$ cat config.mk
export PLATFORM = sky130hd
export DESIGN_NAME = rf_write_scheduler_flat
export DESIGN_NICKNAME = d
export VERILOG_FILES = /design/src/rtl/rf_write_scheduler_if.sv /design/src/rtl/rf_write_scheduler.sv /design/src/flat_wrapper.sv
export SDC_FILE = /design/constraint.sdc
export NUM_CORES = 1
export LEC_CHECK = 0
export CAP_MARGIN = 20
export CORE_AREA = 2 2 109 111
export DETAILED_ROUTE_END_ITERATION = 12
export DIE_AREA = 0 0 111 113
export PLACE_DENSITY = 0.9
export SLEW_MARGIN = 0
export SYNTH_ARGS = -nofsm -noshare
export SYNTH_HDL_FRONTEND = slang
export SYNTH_SLANG_ARGS = --single-unit
$ cat constraint.sdc
create_clock -name i_clk -period 4.8 [get_ports i_clk]
set_clock_uncertainty 0.2 [all_clocks]
set_input_delay 0.48 -clock i_clk [delete_from_list [all_inputs] [get_ports i_clk]]
set_output_delay 0.48 -clock i_clk [all_outputs]
set_load 0.005 [all_outputs]
$ cat src/rtl/rf_write_scheduler_if.sv
// Multi-cycle result offer channel into the write scheduler.
//   mc_valid : result offered this cycle
//   mc_wa    : destination register of the offered result
//   mc_wd    : result data
//   mc_ready : scheduler can accept a result this cycle
// master = multi-cycle execution unit, slave = rf_write_scheduler.
interface rf_write_scheduler_if;
    logic        mc_valid;
    logic [4:0]  mc_wa;
    logic [31:0] mc_wd;
    logic        mc_ready;

    modport master (output mc_valid, output mc_wa, output mc_wd, input mc_ready);
    modport slave  (input mc_valid, input mc_wa, input mc_wd, output mc_ready);
endinterface

$ cat src/rtl/rf_write_scheduler.sv
// Arbitrates the register file's single write port between the in-order
// writeback stage (always wins) and a FIFO of out-of-band multi-cycle
// results. Keeps a busy scoreboard of outstanding multi-cycle destinations
// for decode hazard checks and forces a stall when the FIFO head starves.
//
// Ports:
//   i_clk, i_rst            clock, synchronous active-high reset
//   i_wb_we/wa/wd           pipeline writeback request (never back-pressured)
//   mc                      multi-cycle result offer (slave modport)
//   i_iss_valid, i_iss_rd   multi-cycle op issued with destination
//   i_chk_ra1/ra2/wa        decode-stage registers to hazard-check
//   o_stall                 decode must hold (hazard or starvation)
//   o_rf_we/wa/wd           register file write port
//   o_busy                  scoreboard, bit 0 always 0
module rf_write_scheduler #(
    parameter int QDEPTH       = 2,
    parameter int STARVE_LIMIT = 4
) (
    input  logic                 i_clk,
    input  logic                 i_rst,
    input  logic                 i_wb_we,
    input  logic [4:0]           i_wb_wa,
    input  logic [31:0]          i_wb_wd,
    rf_write_scheduler_if.slave  mc,
    input  logic                 i_iss_valid,
    input  logic [4:0]           i_iss_rd,
    input  logic [4:0]           i_chk_ra1,
    input  logic [4:0]           i_chk_ra2,
    input  logic [4:0]           i_chk_wa,
    output logic                 o_stall,
    output logic                 o_rf_we,
    output logic [4:0]           o_rf_wa,
    output logic [31:0]          o_rf_wd,
    output logic [31:0]          o_busy
);

    localparam int AW = $clog2(QDEPTH);
    localparam int CW = AW + 1;
    localparam int SW = $clog2(STARVE_LIMIT + 1);

    logic [4:0]    r_mem_wa [QDEPTH];
    logic [31:0]   r_mem_wd [QDEPTH];
    logic [AW-1:0] r_wr_ptr;
    logic [AW-1:0] r_rd_ptr;
    logic [CW-1:0] r_count;
    logic [31:0]   r_busy;
    logic [SW-1:0] r_starve_cnt;

    logic        w_full;
    logic        w_empty;
    logic        w_accept;
    logic        w_push;
    logic        w_wb_req;
    logic        w_pop;
    logic        w_starve;
    logic        w_hazard;
    logic [4:0]  w_head_wa;
    logic [31:0] w_head_wd;
    logic [31:0] w_busy_nxt;

    assign w_full    = (r_count == CW'(QDEPTH));
    assign w_empty   = (r_count == '0);
    assign w_head_wa = r_mem_wa[r_rd_ptr];
    assign w_head_wd = r_mem_wd[r_rd_ptr];

    // Ready is derived from the pre-pop count, so a pop while full never
    // makes room for a same-cycle push.
    assign mc.mc_ready = !w_full && !i_rst;
    assign w_accept    = mc.mc_valid && mc.mc_ready;
    // Results for x0 are acknowledged but dropped.
    assign w_push      = w_accept && (mc.mc_wa != 5'd0);

    // Outputs are forced idle while in reset regardless of stale state.
    assign w_wb_req = i_wb_we && (i_wb_wa != 5'd0) && !i_rst;
    assign w_pop    = !w_wb_req && !w_empty && !i_rst;

    always_comb begin
        o_rf_we = 1'b0;
        o_rf_wa = 5'd0;
        o_rf_wd = 32'd0;
        if (w_wb_req) begin
            o_rf_we = 1'b1;
            o_rf_wa = i_wb_wa;
            o_rf_wd = i_wb_wd;
        end else if (w_pop) begin
            o_rf_we = 1'b1;
            o_rf_wa = w_head_wa;
            o_rf_wd = w_head_wd;
        end
    end

    assign w_starve = (r_starve_cnt == SW'(STARVE_LIMIT));
    assign w_hazard = r_busy[i_chk_ra1] | r_busy[i_chk_ra2] | r_busy[i_chk_wa];
    assign o_stall  = (w_hazard | w_starve) && !i_rst;
    assign o_busy   = i_rst ? 32'd0 : r_busy;

    // Clear before set so a same-cycle reissue of the popped register wins.
    always_comb begin
        w_busy_nxt = r_busy;
        if (w_pop) begin
            w_busy_nxt[w_head_wa] = 1'b0;
        end
        if (i_iss_valid && (i_iss_rd != 5'd0)) begin
            w_busy_nxt[i_iss_rd] = 1'b1;
        end
        w_busy_nxt[0] = 1'b0;
    end

    always_ff @(posedge i_clk) begin
        if (w_push) begin
            r_mem_wa[r_wr_ptr] <= mc.mc_wa;
            r_mem_wd[r_wr_ptr] <= mc.mc_wd;
        end
    end

    always_ff @(posedge i_clk) begin
        if (i_rst) begin
            r_wr_ptr     <= '0;
            r_rd_ptr     <= '0;
            r_count      <= '0;
            r_busy       <= 32'd0;
            r_starve_cnt <= '0;
        end else begin
            r_busy <= w_busy_nxt;
            if (w_push) begin
                r_wr_ptr <= r_wr_ptr + AW'(1);
            end
            if (w_pop) begin
                r_rd_ptr <= r_rd_ptr + AW'(1);
            end
            case ({w_push, w_pop})
                2'b10:   r_count <= r_count + CW'(1);
                2'b01:   r_count <= r_count - CW'(1);
                default: r_count <= r_count;
            endcase
            // Only a writeback can keep a non-empty head from popping.
            if (w_empty || w_pop) begin
                r_starve_cnt <= '0;
            end else if (!w_starve) begin
                r_starve_cnt <= r_starve_cnt + SW'(1);
            end
        end
    end

endmodule

$ cat src/flat_wrapper.sv
// flat-port wrapper written by rule: the top's interface ports become plain ports
module rf_write_scheduler_flat 
#(
    parameter int QDEPTH       = 2,
    parameter int STARVE_LIMIT = 4
)
  (i_clk, i_rst, i_wb_we, i_wb_wa, i_wb_wd, i_iss_valid, i_iss_rd, i_chk_ra1, i_chk_ra2, i_chk_wa, o_stall, o_rf_we, o_rf_wa, o_rf_wd, o_busy, mc_mc_valid, mc_mc_wa, mc_mc_wd, mc_mc_ready);
  rf_write_scheduler_if mc_i ();
  input  logic i_clk;
  input  logic i_rst;
  input  logic i_wb_we;
  input  logic [4:0] i_wb_wa;
  input  logic [31:0] i_wb_wd;
  input  logic i_iss_valid;
  input  logic [4:0] i_iss_rd;
  input  logic [4:0] i_chk_ra1;
  input  logic [4:0] i_chk_ra2;
  input  logic [4:0] i_chk_wa;
  output logic o_stall;
  output logic o_rf_we;
  output logic [4:0] o_rf_wa;
  output logic [31:0] o_rf_wd;
  output logic [31:0] o_busy;
  input wire logic [$bits(mc_i.mc_valid)-1:0] mc_mc_valid;
  input wire logic [$bits(mc_i.mc_wa)-1:0] mc_mc_wa;
  input wire logic [$bits(mc_i.mc_wd)-1:0] mc_mc_wd;
  output wire logic [$bits(mc_i.mc_ready)-1:0] mc_mc_ready;
  assign mc_i.mc_valid = mc_mc_valid;
  assign mc_i.mc_wa = mc_mc_wa;
  assign mc_i.mc_wd = mc_mc_wd;
  assign mc_mc_ready = mc_i.mc_ready;
  rf_write_scheduler #(.QDEPTH(QDEPTH), .STARVE_LIMIT(STARVE_LIMIT)) u_core (.i_clk(i_clk), .i_rst(i_rst), .i_wb_we(i_wb_we), .i_wb_wa(i_wb_wa), .i_wb_wd(i_wb_wd), .mc(mc_i), .i_iss_valid(i_iss_valid), .i_iss_rd(i_iss_rd), .i_chk_ra1(i_chk_ra1), .i_chk_ra2(i_chk_ra2), .i_chk_wa(i_chk_wa), .o_stall(o_stall), .o_rf_we(o_rf_we), .o_rf_wa(o_rf_wa), .o_rf_wd(o_rf_wd), .o_busy(o_busy));
endmodule
==> results.txt, run 1 <==
- Setup violations, final: 0
- At the worst endpoint, the required time is approximately 4 ns.
- The max-slew violation total from the final report came to 0.
* IO buf count: 169
- Internal Pwr Total: 0.002069 W
* Final period utilization: 0.8212
- Setup fix buffers added after clock tree synthesis: 0
- In the final design database the tool counted 790 nets.
- Post_cts resized: 0
- Of the cells placed in the final design, the portion with a size suffix greater than 1 is 0.08131.
- Met2 Use GR: 0.4998
- Power after layout: approximately 0.0027 W
* Clock network power share: 0.448
- The Yosys step of the flow raised 0 warnings.
* Layout Area Growth over Synthesis: 40.91%
* Static leakage power: 2.783 nW
- In this run the vertical extent of the chip is ~110 µm.
- For this block, the routed nets add up to 18420 µm of wire.
- Slew at the pin with the worst max-slew slack: 0.8319 ns
- Switching part of the total power: 0.2377
* Synthesized net count: 623
* Worst slew margin relative to its limit: 0.4454
* Cells along the critical path: clkdlybuf4s50_1, mux2_1, o311ai_0, nor3_1, a2111oi_0, and4_1, a31oi_1, clkdlybuf4s50_1
* Hold Buf Count CTS: 0
- The final-report hold violation count was 0.
* Pwr Density: 331.0 nW/µm²
* Footprint of the multi-input gates: ~2600 µm²
- The analysis attributes to net switching a power of 0.0006452 W.
* Most used cell, CP: sky130_fd_sc_hd__clkdlybuf4s50_1
* Simple-gate share of the synthesized area: 0.1565
- Area occupied by registers: between 3000 and 4000 µm²
- Among all stages on the critical path, the largest delay is contributed by sky130_fd_sc_hd__clkdlybuf4s50_1.
- The first global-routing pass estimated 28480 µm of wire.
- Combinational share of power: 0.142
* RSZ-0062 raised after global routing: no
- Area after DPL: 7590 µm²
- Number of global-route vias before repair: ~5300
- Of the total synthesized cell area, the portion taken by full adders, half adders and majority gates is 0.006449.
- Critical path fanouts, max: 14
* Category of the worst setup path capture point: output port
- The number of antenna diodes in the final layout is 0.
- Number of buffers added by the clock tree synthesis step: 17
* Total of max-cap violations: 0
- Of the total synthesized cell area, the portion taken by XOR and XNOR cells is 0.006019.
- Layer with the highest usage after global routing: met2
- Global routing met3 resource utilization: 0.09695
* Synthesized netlist cell count: 521
* Flop pwr share: 0.410
- For this run, the register share of the synthesized area comes to 0.5159.
- Worst endpoint data arrival time: ~3.3 ns
* Cell area after synthesis: between 5000 and 6000 µm²
- Dominant combinational cell family by area after synthesis: simple AND/OR/NAND/NOR gates
- Count of unresolved DRC violations after routing: 0
- Once layout is done, the placed cells without fillers occupy 8202 µm².
- Time the final worst path needs with I/O delays and setup: a little under 4 ns
- Horizontal die dimension: between 100 and 150 µm
* Number of distinct standard cells referenced by the synthesized netlist: between 50 and 60
* CTS clk-pin slew, worst paths: roughly 0.05 ns
* Pin count of the biggest net entering global routing: 42
* Number of antenna violations at the first check in global routing: 0
* CTS tree: done
* Yosys reg bits: between 100 and 150
- The clock drives 113 sinks.
* Classification of the worst setup path: in -> out
* Clock root buffer: sky130_fd_sc_hd__clkbuf_16
* Number of nets with antenna violations after routing: 0
- In this run the mean area of a mapped cell was between 10 and 15 µm².
- In the global route stage, met1 resource usage came out at 0.3443.
- The detailed router finished its first iteration with 530 violations.
* Multiplexer fraction of the synthesized cell area: 0.1494
- In the global route stage, overall resource usage came out at 0.2928.
- Classification of the worst-slack hold path: reg -> reg
* Core footprint: 11270 µm²
- Static timing analysis puts the maximum clock frequency at approximately 250 MHz.
- DPL Wire Length: ~13000 µm
* Average routed wire per standard cell: 21.82 µm
- The congestion estimate from routability-driven global placement came to about 0.94.
* Vias after detailed routing: 5214
* Total die area: ~13000 µm²
- The filler cells instantiated in the layout total 720.
- STA classifies the critical path startpoint as an input port.
- For this run, the detailed router's first-pass iteration total came to 6.
* Insertion delay of the later-clocked pin in the worst-skew pair: 0.41 ns
- approximately 170 I/O pins were placed.
* Post-layout util: 0.7276
- Complex-gate fraction of the synthesized area: 0.1270
- Row cnt: 39
* Largest vdd supply drop: 0.2853 mV
- Setup_tns: 0 ns
- The total overflow left after global routing is 0.
- Routed via count divided by cell count: roughly 6.2
- CTS H-tree lvls: 4
- Slowest stage delay, CP: 0.88 ns
- Result of the run: complete, no violations
- For this configuration, the core starts out at a cell density of 0.5164.
- Worst-case clock buffer depth: 2
==> metrics by stage <==
| step | hold WS [ns] | std cells | setup slack (ns) |
|---|---|---|---|
| 2_1_floorplan | 0.2386 | 521 | 1.594 |
| 3_3_place_gp | 0.2417 | 810 | 0.9435 |
| 3_5_place_dp | 0.2690 | 810 | 0.8712 |
| 4_1_cts | 0.3035 | 842 | 0.8726 |
| 5_1_grt | 0.3187 | 844 | 0.5191 |
| 6_report | 0.2965 | 844 | 0.8581 |
==> routing by layer <==
metal,part of all wire,up-vias
li1,-,2295
met1,0.36,2482
met2,0.50,379
met3,0.11,58
met4,0.031,0
met5,0,-
==> worst paths after layout <==
check                                      start  depth (start not counted)  slack (ns)                        endpoint
setup / recovery                    i_chk_ra1[1]                          8        0.86                         o_stall
hold / removal      u_core.r_rd_ptr$_SDFFE_PP0P_                          1        0.30                       flip-flop
setup reg to reg  u_core.r_count[0]$_SDFFE_PP0P_                          6        2.39  u_core.r_count[1]$_SDFFE_PP0P_
hold reg to reg     u_core.r_rd_ptr$_SDFFE_PP0P_                          1        0.30                       flip-flop
==> power by group through the flow <==
stage / combinational, W / sequential (W) / clock, W
2_1_floorplan: 0.000190 / 0.00111 / 0
3_3_place_gp: 0.000356 / 0.00113 / 0
3_5_place_dp: 0.000370 / 0.00113 / 0
4_1_cts: 0.000378 / 0.00111 / 0.00121
5_1_grt: 0.000410 / 0.00112 / 0.00126
6_report: 0.000386 / 0.00111 / 0.00121
==> cell usage in the layout (no fill, tap or decap), types with 4 or more instances in the layout <==
cell,instances
sky130_fd_sc_hd__a2111oi_0,8
sky130_fd_sc_hd__a21oi_1,9
sky130_fd_sc_hd__a22o_1,12
sky130_fd_sc_hd__a32oi_1,4
sky130_fd_sc_hd__buf_4,5
sky130_fd_sc_hd__clkbuf_16,17
sky130_fd_sc_hd__clkdlybuf4s50_1,169
sky130_fd_sc_hd__clkinv_2,4
sky130_fd_sc_hd__dfxtp_1,38
sky130_fd_sc_hd__edfxtp_1,74
sky130_fd_sc_hd__inv_1,12
sky130_fd_sc_hd__mux2i_1,43
sky130_fd_sc_hd__mux4_1,6
sky130_fd_sc_hd__mux4_2,10
sky130_fd_sc_hd__nand2_1,79
sky130_fd_sc_hd__nand4b_1,5
sky130_fd_sc_hd__nor2_1,26
sky130_fd_sc_hd__nor2b_1,41
sky130_fd_sc_hd__nor3_1,9
sky130_fd_sc_hd__nor3b_1,4
sky130_fd_sc_hd__o21ai_1,40
sky130_fd_sc_hd__o2bb2ai_1,16
sky130_fd_sc_hd__or3_1,5
==> state kept, by name (all words and copies together) (netlist names), named ones only <==
signal / flops
u_core.r_wr_ptr: 1
u_core.r_count: 2
u_core.r_mem_wa: 10
u_core.r_rd_ptr: 1
u_core.r_starve_cnt: 3
u_core.r_busy: 31
u_core.r_mem_wd: 64
==> cell type report <==
class / instances / share of cell area
Inverter: 14 / 0.008085
Timing Repair Buffer: 176 / 0.2157
Sequential cell: 113 / 0.3663
Tap cell: 143 / 0.02182
Clock buffer: 22 / 0.05660
Clock inverter: 10 / 0.01312
Multi-Input combinational cell: 366 / 0.3184
==> synthesized netlist by cell type, drive strengths merged <==
master,count,area [µm²]
nand4,1,6.260
o21ai,43,215.2
edfxtp,74,2222
mux4,16,382.9
mux2i,43,430.4
buf,13,98.83
a311oi,2,17.52
xnor2,3,26.28
nor4,1,6.260
dfxtp,39,780.8
a31oi,3,18.77
nor3,9,45.04
conb,1,3.750
a211oi,2,15.01
clkbuf,15,56.30
a22oi,2,15.01
xor2,1,8.760
nand3,3,15.01
or4,1,7.510
bufinv,1,17.52
and2,1,6.260
nor3b,4,30.03
o311ai,1,8.760
a32oi,4,35.03
o2bb2ai,16,140.1
nor2,29,111.4
or3,5,31.28
a22o,12,105.1
nand2b,2,12.51
mux2,5,56.30
nor4b,1,8.760
nor2b,43,274.0
nand4b,5,43.79
ha,3,37.54
nand2,79,296.5
nand3b,1,7.510
inv,13,48.79
o211ai,1,7.510
a32o,3,30.03
and4,1,8.760
a2111oi,8,70.07
o21bai,1,7.510
a211o,1,8.760
a21oi,9,45.04
==> kinds of logic (layout without fill, tap and decap cells) <==
family,after synthesis,count (layout)
AO/OA/AOI/OAI,108,108
multiplexers,64,64
adder cells (fa/ha/maj),3,3
other,1,1
AND/OR/NAND/NOR,186,186
buffers and inverters,42,222
flip-flops,113,113
XOR/XNOR,4,4
==> critical path, delay by kind of cell <==
family	cells	cell delay [ns]
and+or+nand+nor	2	0.35
buffers and inverters	2	1.34
muxes	1	0.38
AOI/OAI and AO/OA	3	0.71
Note: power is estimated with default switching activity, not from simulation.
==> run 2, diff against run 1 <==
--- a/config.mk
+++ b/config.mk
@@ -6,10 +6,10 @@
 export NUM_CORES = 1
 export LEC_CHECK = 0
 export CAP_MARGIN = 20
-export CORE_AREA = 2 2 109 111
+export CORE_AREA = 2 2 114 116
 export DETAILED_ROUTE_END_ITERATION = 12
-export DIE_AREA = 0 0 111 113
-export PLACE_DENSITY = 0.9
+export DIE_AREA = 0 0 116 118
+export PLACE_DENSITY = 0.83
 export SLEW_MARGIN = 0
 export SYNTH_ARGS = -nofsm -noshare
 export SYNTH_HDL_FRONTEND = slang
==> constraint.sdc (replaced) <==
create_clock -name i_clk -period 3.7 [get_ports i_clk]
set_clock_uncertainty 0.2 [all_clocks]
set_input_delay 0.37 -clock i_clk [delete_from_list [all_inputs] [get_ports i_clk]]
set_output_delay 0.37 -clock i_clk [all_outputs]
set_load 0.005 [all_outputs]
==> run 2 against run 1 <==
  * Critical path depth decreased by 1
  * Die area grew 9.1%
  * First-iteration DRC count is 38% lower
  * Design area rose by 1.1%
  * Highest routed layer unchanged
  * Global-route usage shrank 4.4 points
  * Hold slack lost 0.037 ns
  * Register-to-register slack got worse by 1.1 ns
==> results.txt, run 2 (synthesis results as in run 1) <==
* Vias after detailed routing: 5029 (-3.5%)
- The final-report hold violation count is 0 (unchanged).
- Setup crit start kind: input port
- The min-delay analysis places its worst path in the category reg -> reg.
- The area inside the core boundary was 12410 µm² (+10%).
- The library cell used most frequently in the layout, excluding fill and tap cells, is sky130_fd_sc_hd__clkdlybuf4s50_1.
- Ranked by flip-flop count, first place goes to u_core.r_mem_wd.
- The number of buffers inserted during clock tree synthesis is 17 (unchanged).
* GRT Resource Usage Total: 0.2492 (-0.04360)
- Power after layout: 0.003481 W (+28%)
- Cells along the critical path: clkdlybuf4s50_1, mux4_2, mux2_2, a2111oi_0, and4_1, a31oi_1, clkdlybuf4s50_1
- The number of instances on the worst hold path is 1 (unchanged).
- The aggregate routed wire length came to 17120 µm (-7.1%).
- Worst reg-to-reg setup slack: 1.32 ns (-1.07 ns)
* Worst Reg-to-Reg Cells: 5 (-1)
- The signal arrival time at the worst endpoint was 2.91 ns (-0.35 ns).
- Routed via count divided by cell count: 5.721 (-7.4%)
* Total die area: 13690 µm² (+9.1%)
- Time the final worst path needs with I/O delays and setup: 3.476 ns
- In the layout the commonest cells are 168 x sky130_fd_sc_hd__clkdlybuf4s50_1, 79 x sky130_fd_sc_hd__nand2_1, 74 x sky130_fd_sc_hd__edfxtp_1, 43 x sky130_fd_sc_hd__mux2i_1, 41 x sky130_fd_sc_hd__nor2b_1.
- Largest vdd supply drop: 0.3333 mV (+17%)
- The cell leakage power came to 2.819 nW (+1.3%).
- Worst-case clock buffer depth: 2 (unchanged)
- Fin nets: 796 (+0.76%)
* Setup_tns: 0 ns (unchanged)
- Number of pins with negative max-slew slack in the final report: 0 (unchanged)
* Router iterations before antenna repair: 8 (+2)
* Hold Buf Count CTS: 0 (unchanged)
* Hold path start: u_core.r_rd_ptr$_SDFFE_PP0P_
- Number of global-route vias before repair: 5048 (-5.4%)
- The transition at the pin with the smallest max-transition slack came to 0.7261 ns (-0.1058 ns).
- The number of buffer cells added on primary ports is 169 (unchanged).
* 1st-iter DRT viols: 329 (-38%)
* Post_cts resized: 0 (unchanged)
- Max stage delay cell, worst path: sky130_fd_sc_hd__clkdlybuf4s50_1
- Number of nets with antenna violations after routing: 0 (unchanged)
* Number of filler cells placed in the layout: 925 (+28%)
* Insertion delay of the later-clocked pin in the worst-skew pair: 0.39 ns (-0.02 ns)
* Critical path fanouts, max: 4 (-10)
* DPL Wire Length: 12720 µm (-2.6%)
- Starting density of the core: 0.4689 (-0.04752)
- Clock root buffer: sky130_fd_sc_hd__clkbuf_16
- Chip height: 118 µm (+4.4%)
- The number of flip-flops under the largest register name was 64 (unchanged).
- Layout Area Growth over Synthesis: 42.52%
* Final period utilization: 0.9396
- Fin Hold WS: 0.2591 ns (-0.03742 ns)
- CTS H-tree lvls: 4 (unchanged)
* Final estimated routing congestion in global placement: 0.9824 (+4.7%)
- Pin count of the biggest net entering global routing: 46 (+9.5%)
- Slowest stage delay, CP: 0.57 ns (-0.31 ns)
- First-pass GRT wire length: 26230 µm (-7.9%)
- Most used cell, CP: sky130_fd_sc_hd__clkdlybuf4s50_1
- Worst r2r src: u_core.r_count[0]$_SDFFE_PP0P_
- The clock transition at the registers of the reported paths is 0.05 ns (about the same).
* Row cnt: 41 (+5.1%)
- Horizontal die dimension: 116 µm (+4.5%)
* Count of unresolved DRC violations after routing: 0 (unchanged)
* Reg-to-reg critical path endpoint: u_core.r_mem_wa[0][2]$_DFFE_PP_
* CTS tree: done
* Highest attainable clock frequency: 287.7 MHz
* Top Registers: u_core.r_mem_wd x64, u_core.r_busy x31, u_core.r_mem_wa x10
- The max-capacitance violation count came to 0 (unchanged).
- The remaining global-route overflow came to 0 (unchanged).
* Worst slew margin relative to its limit: 0.5115 (+0.06608)
* Category of the worst setup path capture point: output port
- Tracing the worst setup path back leads to its startpoint at i_chk_ra2[0].
* CP required: 3.13 ns (-0.99 ns)
- The initial antenna violation count came to 0 (unchanged).
- Classification of the worst setup path: in -> out
- The number of ports placed on the die boundary is 171 (unchanged).
- Result of the run: complete, no violations
* Antenna fix cells: 0 (unchanged)
* Pwr Density: 419.6 nW/µm² (+27%)
- The number of endpoints failing setup at the final stage came to 0 (unchanged).
- Ratio of cells with drive above 1 in the final layout: 0.08345 (+0.002139)
- Setup fix buffers added after clock tree synthesis: 0 (unchanged)
- The count of clock tree sinks came to 113 (unchanged).
- The per-cell routed wire length was 19.47 µm (-11%).
- RSZ-0062 raised after global routing: no
run 2: cell types whose count changed in the layout (fill, tap and decap cells not counted), moves of 2 or more:
cell,before,now
sky130_fd_sc_hd__buf_4,5,11
sky130_fd_sc_hd__clkbuf_1,3,7
sky130_fd_sc_hd__clkbuf_16,17,19
sky130_fd_sc_hd__inv_4,3,0
run 2: worst max-delay path by stage:
| stage | endpoint | depth (start not counted) |
|---|---|---|
| finish | o_stall | 7 |
| global route | o_stall | 7 |
| CTS | o_stall | 8 |
| detailed placement | o_stall | 8 |
| global placement | o_stall | 8 |
| floorplan | u_core.r_mem_wa[0][0]$_DFFE_PP_ | 4 |
run 2: critical path, delay by kind of cell:
kind                   cells  cell delay, ns
muxes                      2            0.77
AOI/OAI and AO/OA          2            0.48
and+or+nand+nor            1            0.25
buffers and inverters      2            1.03
run 2: per-stage QoR:
| step | area, µm² | util | setup slack (ns) | std cells |
|---|---|---|---|---|
| 2_1_floorplan | 5821 | - | 0.6044 | 521 |
| 3_3_place_gp | 7671 | 0.6179 | 0.1652 | 845 |
| 3_5_place_dp | 7671 | 0.6179 | 0.1189 | 845 |
| 4_1_cts | 8245 | 0.6642 | 0.1032 | 877 |
| 5_1_grt | 8295 | 0.6682 | 0.08818 | 879 |
| 6_report | 8295 | 0.6682 | 0.2236 | 879 |
run 2: report_power, final:
group          total, W  internal, W  switching, W
sequential      0.00144      0.00140     0.0000412
combinational  0.000500     0.000269      0.000232
clock           0.00154      0.00104      0.000504
total           0.00348      0.00270      0.000777
run 2: cell type report:
type                       count  area [µm²]  share of cell area
clock buffer                  28       529.3             0.06380
timing repair buffer         182        1824              0.2199
clock inverter                 4       45.04            0.005430
tap                          172       215.2             0.02594
multi-input combinational    366        2611              0.3148
inverter                      14       66.31            0.007994
sequential                   113        3004              0.3621
run 2: per-layer routing:
layer / part of all wire / up-vias / global-route usage / wire, µm
met5: 0 / - / 0 / 0
met4: 0.029 / 0 / 0.09449 / 490
met3: 0.084 / 40 / 0.07570 / 1438
met2: 0.50 / 263 / 0.4181 / 8559
met1: 0.39 / 2422 / 0.2986 / 6630
li1: - / 2304 / - / -
==> run 3, diff against run 2 <==
--- a/config.mk
+++ b/config.mk
@@ -10,6 +10,7 @@
 export DETAILED_ROUTE_END_ITERATION = 12
 export DIE_AREA = 0 0 116 118
 export PLACE_DENSITY = 0.83
+export SKIP_LAST_GASP = 1
 export SLEW_MARGIN = 0
 export SYNTH_ARGS = -nofsm -noshare
 export SYNTH_HDL_FRONTEND = slang
==> results of run 3 <==
The final DEF is identical to that of run 2; final timing and power are the same.
